==> src/rtl/alu6_sequencer.sv <==
// Control sequencer for the 6-bit ALU datapath: start/busy/done handshake, datapath strobes,
// programmable accumulate loop and result capture. Optional abort input: ALU6_SEQ_ABORT_EN.
module alu6_sequencer #(
    parameter int unsigned W       = 6,
    parameter int unsigned COUNT_W = 4
) (
    input  logic               clk,
    input  logic               reset,
    input  logic               start,
    input  logic [2:0]         op,
    input  logic [COUNT_W-1:0] count,
    input  logic [W-1:0]       alu_r1,
    input  logic               alu_q,
`ifdef ALU6_SEQ_ABORT_EN
    input  logic               abort,
`endif
    output logic               load,
    output logic               hold,
    output logic               shift,
    output logic [1:0]         opt,
    output logic               opt2,
    output logic [1:0]         c,
    output logic               busy,
    output logic               done,
    output logic               err,
    output logic [W-1:0]       result,
    output logic               carry
);

    localparam logic [2:0] OP_ADD = 3'b000;
    localparam logic [2:0] OP_SUB = 3'b001;
    localparam logic [2:0] OP_DBL = 3'b010;
    localparam logic [2:0] OP_DEC = 3'b011;
    localparam logic [2:0] OP_ADC = 3'b100;

    typedef enum logic [1:0] {IDLE, LOAD, EXEC, DONE} state_t;

    state_t               state, state_nxt;
    logic [2:0]           op_q, op_nxt;
    logic [COUNT_W-1:0]   cnt, cnt_nxt;
    logic                 load_nxt, hold_nxt, shift_nxt, opt2_nxt;
    logic                 busy_nxt, done_nxt, err_nxt;
    logic [1:0]           opt_nxt, c_nxt;

    // Next state, then the outputs that belong to that next state so they can be registered.
    always_comb begin
        state_nxt = state;
        op_nxt    = op_q;
        cnt_nxt   = cnt;
        err_nxt   = 1'b0;
        load_nxt  = 1'b0;
        hold_nxt  = 1'b1;
        shift_nxt = 1'b0;
        opt_nxt   = 2'b00;
        opt2_nxt  = 1'b0;
        c_nxt     = 2'b01;
        busy_nxt  = 1'b1;
        done_nxt  = 1'b0;

        case (state)
            IDLE: begin
                if (start) begin
                    op_nxt  = op;
                    cnt_nxt = (count == '0) ? COUNT_W'(1) : count;
                    if (op > OP_ADC) begin
                        state_nxt = DONE;
                        err_nxt   = 1'b1;
                    end else begin
                        state_nxt = LOAD;
                    end
                end
            end
            LOAD: state_nxt = EXEC;
            EXEC: begin
                if (cnt == COUNT_W'(1)) state_nxt = DONE;
                else                    cnt_nxt   = cnt - COUNT_W'(1);
            end
            DONE: state_nxt = IDLE;
            default: state_nxt = IDLE;
        endcase

`ifdef ALU6_SEQ_ABORT_EN
        // Abort overrides any LOAD/EXEC transition, including the final iteration.
        if (abort && (state == LOAD || state == EXEC)) begin
            state_nxt = DONE;
            err_nxt   = 1'b1;
        end
`endif

        case (state_nxt)
            IDLE: busy_nxt = 1'b0;
            LOAD: begin
                load_nxt = 1'b1;
                hold_nxt = 1'b0;
                case (op_nxt)
                    OP_SUB: begin
                        c_nxt    = 2'b10;
                        opt2_nxt = 1'b1;
                    end
                    OP_ADC:  c_nxt = 2'b01;
                    default: c_nxt = 2'b00;
                endcase
            end
            EXEC: begin
                shift_nxt = 1'b1;
                hold_nxt  = 1'b0;
                case (op_nxt)
                    OP_SUB:  opt_nxt = 2'b01;
                    OP_DBL:  opt_nxt = 2'b10;
                    OP_DEC:  opt_nxt = 2'b11;
                    default: opt_nxt = 2'b00;
                endcase
                if (cnt_nxt == COUNT_W'(1)) begin
                    c_nxt = 2'b11;
                end else if (op_nxt == OP_SUB) begin
                    c_nxt    = 2'b10;
                    opt2_nxt = 1'b1;
                end else begin
                    c_nxt = 2'b00;
                end
            end
            DONE: done_nxt = 1'b1;
            default: busy_nxt = 1'b0;
        endcase
    end

    // State, latched request and registered outputs; result/carry written as the done cycle closes.
    always_ff @(posedge clk or negedge reset) begin
        if (!reset) begin
            state  <= IDLE;
            op_q   <= OP_ADD;
            cnt    <= '0;
            load   <= 1'b0;
            hold   <= 1'b1;
            shift  <= 1'b0;
            opt    <= 2'b00;
            opt2   <= 1'b0;
            c      <= 2'b01;
            busy   <= 1'b0;
            done   <= 1'b0;
            err    <= 1'b0;
            result <= '0;
            carry  <= 1'b0;
        end else begin
            state  <= state_nxt;
            op_q   <= op_nxt;
            cnt    <= cnt_nxt;
            load   <= load_nxt;
            hold   <= hold_nxt;
            shift  <= shift_nxt;
            opt    <= opt_nxt;
            opt2   <= opt2_nxt;
            c      <= c_nxt;
            busy   <= busy_nxt;
            done   <= done_nxt;
            err    <= err_nxt;
            if (state == DONE && !err) begin
                result <= alu_r1;
                carry  <= alu_q;
            end
        end
    end

endmodule

==> config.mk <==
export PLATFORM = sky130hd
export DESIGN_NAME = alu6_sequencer
export DESIGN_NICKNAME = d
export VERILOG_FILES = /design/src/rtl/alu6_sequencer.sv
export SDC_FILE = /design/constraint.sdc
export NUM_CORES = 1
export LEC_CHECK = 0
export ABC_AREA = 1
export BUFFER_PORTS_ARGS = -buffer_cell sky130_fd_sc_hd__buf_4
export CAP_MARGIN = 20
export CELL_PAD_IN_SITES_DETAIL_PLACEMENT = 0
export CELL_PAD_IN_SITES_GLOBAL_PLACEMENT = 1
export CORE_AREA = 3 3 48 82
export DETAILED_ROUTE_END_ITERATION = 8
export DIE_AREA = 0 0 51 85
export PLACE_DENSITY = 0.76
export SLEW_MARGIN = 25
export SYNTH_ARGS = -nofsm -noshare
export SYNTH_HDL_FRONTEND = slang
export SYNTH_SLANG_ARGS = --single-unit
==> constraint.sdc <==
create_clock -name clk -period 3.5 [get_ports clk]
set_input_delay 0.175 -clock clk [delete_from_list [all_inputs] [get_ports clk]]
set_output_delay 0.175 -clock clk [all_outputs]
set_load 0.1 [all_outputs]
# Word-level counts from Yosys, hierarchy flattened
# Cells that the tools add are included.
[classes] n_addsub=1 multipliers=0 div_mod_pow=0 n_lt_le_gt_ge=1 n_eq_ne=12 n_shift=0 muxes=27 bitwise=0 reduce_logical=6
[op_table] op="two-way mux 2 bit" n=6
[op_table] op="two-way mux 4 bit" n=3
[op_table] op="two-way mux 1 bit" n=10
[op_table] op="== test 2 bit, second input constant" n=4
[op_table] op="== test 4 x 1 -> 1 bit, second input constant" n=2
[op_table] op="one-hot mux 2 bit (2 select lines)" n=2
[op_table] op="one-hot mux 2 bit (4 select lines)" n=1
[op_table] op="one-hot mux 4 bit (2 select lines)" n=1
[op_table] op="== test 3 x 2 -> 1 bit, second input constant" n=2
[op_table] op="two-way mux 3 bit" n=2
[op_table] op="one-hot mux 2 bit (3 select lines)" n=1
[op_table] op="== test 2 x 1 -> 1 bit, second input constant" n=2
[op_table] op="logical NOT 2 bit" n=2
[op_table] op="logical NOT 4 bit" n=1
[op_table] op="subtractor 4 x 1 -> 4 bit, second input constant" n=1
[op_table] op="== test 3 x 1 -> 1 bit, second input constant" n=1
[op_table] op="== test 3 bit, second input constant" n=1
[op_table] op="greater-than comparator 3 bit, second input constant" n=1
[op_table] op="one-hot mux 1 bit (2 select lines)" n=1
[op_table] op="OR reduction 2 bit" n=1
[op_table] op="logical AND 1 bit" n=1
[op_table] op="logical NOT 1 bit" n=1
[word_totals] ff_bits=27 latch_bits=0 ramBits=0 rom_bits=0 inputBits=17 output_inout_bits=18 word_cells=61 n_memories=0

# Depth between registers and ports, before layout
[logic_depth] ltp_word=7 mapped_depth=14 depth_no_buf=13

# Least setup slack after synthesis
# No wires, ideal clock.
[synth_path] kind="reg-to-reg" start="reg cnt[1]" end="reg opt2" setup_ns=0.063 arrival_time_ns=2.026 required_ns=3.437 path_slack_ns=1.411 path_stages_with_launch=13 path_buffers=0 period_less_slack_ns=2.089 cell_sequence="dfrtp_1 inv_1 ha_1 nand2_1 nor2_1 nand2_1 a31oi_1 inv_1 ha_1 o21ai_0 nor4_2 nand2_1 inv_1"
[synth_between] elab_cells_between_ends=12 cone_classes="add/sub: 1; eq/ne: 4; mux: 7"
[synth_rtl] element="start, declared" line="40" rtl="logic [COUNT_W-1:0] cnt, cnt_nxt;"
[synth_rtl] element="start signal, assigned" line="147" rtl="cnt <= cnt_nxt;"
[synth_rtl] element="== test 4 x 1 -> 1 bit *" line="75" rtl="if (cnt == COUNT_W'(1)) state_nxt = DONE;"
[synth_rtl] element="two-way mux 2 bit *" line="75"
[synth_rtl] element="one-hot mux 2 bit (4 select lines) *" line="60" rtl="case (state)"
[synth_rtl] element="via state_nxt[0]" line="38" rtl="state_t state, state_nxt;"
[synth_rtl] element="== test 2 bit or == test 2 x 1 -> 1 bit (tied branches)" line="90" rtl="case (state_nxt)"
[synth_rtl] element="one-hot mux 1 bit (2 select lines) *" line="90"
[synth_rtl] element="via opt2_nxt" line="41" rtl="logic load_nxt, hold_nxt, shift_nxt, opt2_nxt;"
[synth_rtl] element="end signal, assigned" line="152" rtl="opt2 <= opt2_nxt;"
[synth_rtl] element="end, declared" line="21" rtl="output logic opt2,"
# Mark *: on every way through the listed nets, which the timed path passes. The rest lies on a longest branch.
# A chain may end at the register's enable or synchronous reset.

# Worst setup path after layout
[layout_path] start="reg state[0]" end="reg c[1]"
[layout_between] elab_cells_between_ends=18 cone_classes="eq/ne: 8; mux: 9; reduce/logical: 1"
[layout_rtl] element="start, declared" line="38"
[layout_rtl] element="start signal, assigned" line="145" rtl="state <= state_nxt;"
[layout_rtl] element="== test 2 bit, or another cell as far along" line="60"
[layout_rtl] element="one-hot mux 2 bit (4 select lines) *" line="60"
[layout_rtl] element="via state_nxt[0]" line="38"
[layout_rtl] element="== test 2 bit or == test 2 x 1 -> 1 bit (tied branches)" line="90"
[layout_rtl] element="one-hot mux 2 bit (2 select lines) *" line="90"
[layout_rtl] element="via c_nxt[1]" line="43" rtl="logic [1:0] opt_nxt, c_nxt;"
[layout_rtl] element="end signal, assigned" line="153" rtl="c <= c_nxt;"
[layout_rtl] element="end, declared" line="22" rtl="output logic [1:0] c,"
# Marks and branches as above.

==> results.env <==
STATUS='completed'
CORE_AREA_UM2=3400
SYNTH.LARGEST_AREA_CELL='sky130_fd_sc_hd__dfrtp_1'
FINALWEIGHTEDCONGESTION=0.789
MAXSLEWHEADROOM_PCT=70.3
FINAL-SETUP-VIOL-COUNT=0
SYN2LAYOUT_AREA_GROWTH_PCT=26.2
FP-ROW-COUNT=28
SYNTHESIS.AREA_PER_INSTANCE_UM2=9.44
H_TREE_DEPTH=1
SYNTH_TOP_CELL_AREA_SHARE_PCT=45.7
GLOBAL_ROUTE.USAGE.TOTAL_PCT=14.6
LAYOUT-DRIVE-GT1-SHARE_PCT=35.5
DRV_SLEW=0
AVGROUTEDWIREPERCELL_UM=12.6
TIMING.CRITICAL_PATH.FANOUT_MAX=10
CTS.REPORTEDPATHS.CLKPINSLEW_NS=0.10
MIN_PERIOD_OVER_PERIOD_PCT=74.2
CLK_PATH_BUF_DEPTH=2
TOTAL_OF_BUFFERS_PLACED_ON_INPUT_AND_OUTPUT_PORTS=34
NUMCLOCKSINKS=27
GRT_SETUP_UNREPAIRED='false'
WORST-SETUP-PATH-TYPE='reg -> reg'
ANTENNADIODECOUNT=0
POST_SYNTH_MAIN_AREA_CONTRIBUTORS='sky130_fd_sc_hd__dfrtp_1, sky130_fd_sc_hd__nand2_1, sky130_fd_sc_hd__ha_1'
CLOCK_LATENCY_NS=0.27
CRIT_PATH_END_KIND='flip-flop'
DRT_PASS_1_ITERS=4
TOP_LIBRARY_CELLS_BY_USAGE_IN_THE_LAYOUT_FILL_AND_TAPS_ASIDE='sky130_fd_sc_hd__buf_4, sky130_fd_sc_hd__nand2_1, sky130_fd_sc_hd__dfrtp_1'
IO-PIN-COUNT=35
SYNTHESIS.INSTANCES=145
ROUTE.FINAL.WIRE_LENGTH_MM=2.88
GRT_ANTENNA_BEFORE_REPAIR=0
PLACE_HPWL_MM=2.33
SYN_AREA_UM2=1370
TIMING_HOLD_VIOLATIONS_FINAL=0
WORST_CLOCK_SKEW_NS=0.00618
FINALCRITICALPERIOD_NS=2.60
ANTENNA_VIOLATING_NETS_POST_ROUTE=0
GRT_START_MAX_NET_PINS=28
SYNTH_EDF_COUNT=0
LAYOUT.CELLS.MOST_COMMON='sky130_fd_sc_hd__buf_4'
CLOCK-ROOT-BUFFER='sky130_fd_sc_hd__clkbuf_8'
MAX_CAP_VIOLATIONS=0
SYN_NETS=171
ASYNC_RESET_FF_SHARE_PCT=100
AVGVIACOUNTPERCELL=4.59
POSTSYNTHREGISTERBITS=27
FLOORPLAN.DIE.HEIGHT_UM=85
CTS_MADE_BUFFERS=3
TIMING.FMAX_GHz=0.385
CP.REQUIRED_NS=3.72
SETUP_TNS_NS=0
MIN-DELAY-PATH-CLASS='in -> reg'
FINAL_NET_COUNT=210
DIE_AREA_UM2=4340
GLOBAL_ROUTE.OVERFLOW_TOTAL=0
YS.FLOP_TYPE='sky130_fd_sc_hd__dfrtp_1'
SYNTH_SEQUENTIAL_AREA_RATIO_PCT=49.5
TIMING.CRITICAL_PATH.FROM_TYPE='flip-flop'
WORST-R2R-CELL-COUNT=10
WORSTHOLDPATHCELLS=2
DETAIL_ROUTE.DRC_VIOLATIONS=0
FIRST_GLOBAL_VIAS=1068
GLOBAL_ROUTE_WIRE_LENGTH_BEFORE_REPAIR_MM=4.80
TRITONCTS='yes'
YOSYS.CELL_TYPES.COUNT=21
DIE_WIDTH_UM=51
DRT-INITIAL-DRC-COUNT=12
NUM_VIAS=1047
CRIT_ARRIVAL_NS=2.81
SYNTHESIS.YOSYS.WARNINGS=0
INITIAL_CORE_UTIL_PCT=40.3
WORST_PIN_SLEW_NS=0.445
[per-layer routing]
| metal | vias to the layer above | wire length [um] | global-route usage, % |
|---|---|---|---|
| met3 | 6 | 84 | 2.46 |
| met4 | 0 | 72 | 6.13 |
| met5 | - | 0 | 0 |
| met2 | 19 | 1630 | 26.4 |
| li1 | 532 | - | - |
| met1 | 490 | 1090 | 16.3 |
[cells in the mapped netlist, types with 2 or more instances]
cell	number
sky130_fd_sc_hd__o21ai_0	5
sky130_fd_sc_hd__dfrtp_1	25
sky130_fd_sc_hd__nand2_2	5
sky130_fd_sc_hd__mux2_2	7
sky130_fd_sc_hd__dfstp_2	2
sky130_fd_sc_hd__nor2_4	2
sky130_fd_sc_hd__ha_1	9
sky130_fd_sc_hd__nor2_1	8
sky130_fd_sc_hd__nand2_1	31
sky130_fd_sc_hd__nand3_1	8
sky130_fd_sc_hd__nor3_1	2
sky130_fd_sc_hd__inv_1	24
sky130_fd_sc_hd__nand3_2	5
sky130_fd_sc_hd__a21oi_1	2
sky130_fd_sc_hd__nand4_1	2
sky130_fd_sc_hd__inv_2	3
[registers in the layout, summed over array words and instances, names as in the netlist]
signal	cells
cnt	4
op_q	3
load	1
opt2	1
hold	1
state	2
done	1
busy	1
err	1
opt	2
result	6
shift	1
carry	1
c	2
[kinds of logic (layout without fill, tap and decap cells)]
family                     after synthesis  in the layout  synth area share [%]
buffers and inverters                   28             66                  8.23
AOI/OAI and AO/OA                        9              9                  3.66
DFF                                     27             27                  49.5
and+or+nand+nor                         65             65                  24.6
muxes                                    7              7                  5.76
adders and majority gates                9              9                  8.23
[path summary, 6_finish.rpt]
check / startpoint / endpoint / slack [ns]
worst max-delay path: state[0] / c[1] / 0.90
worst min-delay path: alu_r1[5] / result[5] / 0.13
worst max register to register: state[0] / c[1] / 0.90
worst min register to register: result[3] / result[3] / 0.51
max in group asynchronous: reset / c[0] / 2.86
min in group asynchronous: reset / op_q[2] / 0.34
[per-stage QoR]
step	util, %	hold slack (ns)	instances	instance area [um^2]	worst slack (ns)
after floorplan	-	-0.121	145	1370	1.41
after global placement	49.1	0.102	223	1670	1.09
after detailed placement	49.1	0.110	223	1670	0.937
after CTS	50.8	0.128	228	1730	0.902
after global routing	50.8	0.122	228	1730	0.619
final	50.8	0.132	228	1730	0.903
[final cells by class]
cell class | count | area, um^2
Fill cell | 359 | 1670
Sequential cell | 27 | 678
Multi-Input combinational cell | 90 | 578
Timing Repair Buffer | 35 | 265
Inverter | 27 | 101
Tap cell | 45 | 56.3
Clock buffer | 3 | 41.3
Clock inverter | 1 | 7.51
[critical path: stages, from the launching register on]
cell                      delay [ns]
sky130_fd_sc_hd__dfrtp_1        0.40
sky130_fd_sc_hd__inv_1          0.10
sky130_fd_sc_hd__ha_1           0.44
sky130_fd_sc_hd__nand2_4        0.14
sky130_fd_sc_hd__a31oi_1        0.39
sky130_fd_sc_hd__inv_1          0.12
sky130_fd_sc_hd__ha_1           0.36
sky130_fd_sc_hd__o21ai_0        0.13
sky130_fd_sc_hd__nor4_2         0.31
sky130_fd_sc_hd__inv_1          0.06
sky130_fd_sc_hd__nand2_1        0.07
[timing repair]
item | in CTS | in global routing
buffers inserted | 0 | 0
hold buffers | 1 | 0
hold endpoints to repair | 25 | 0
gates resized for setup | 0 | 0
Power is not shown: default switching activity piles up to over one toggle a cycle in this logic, so the estimate is an artifact.
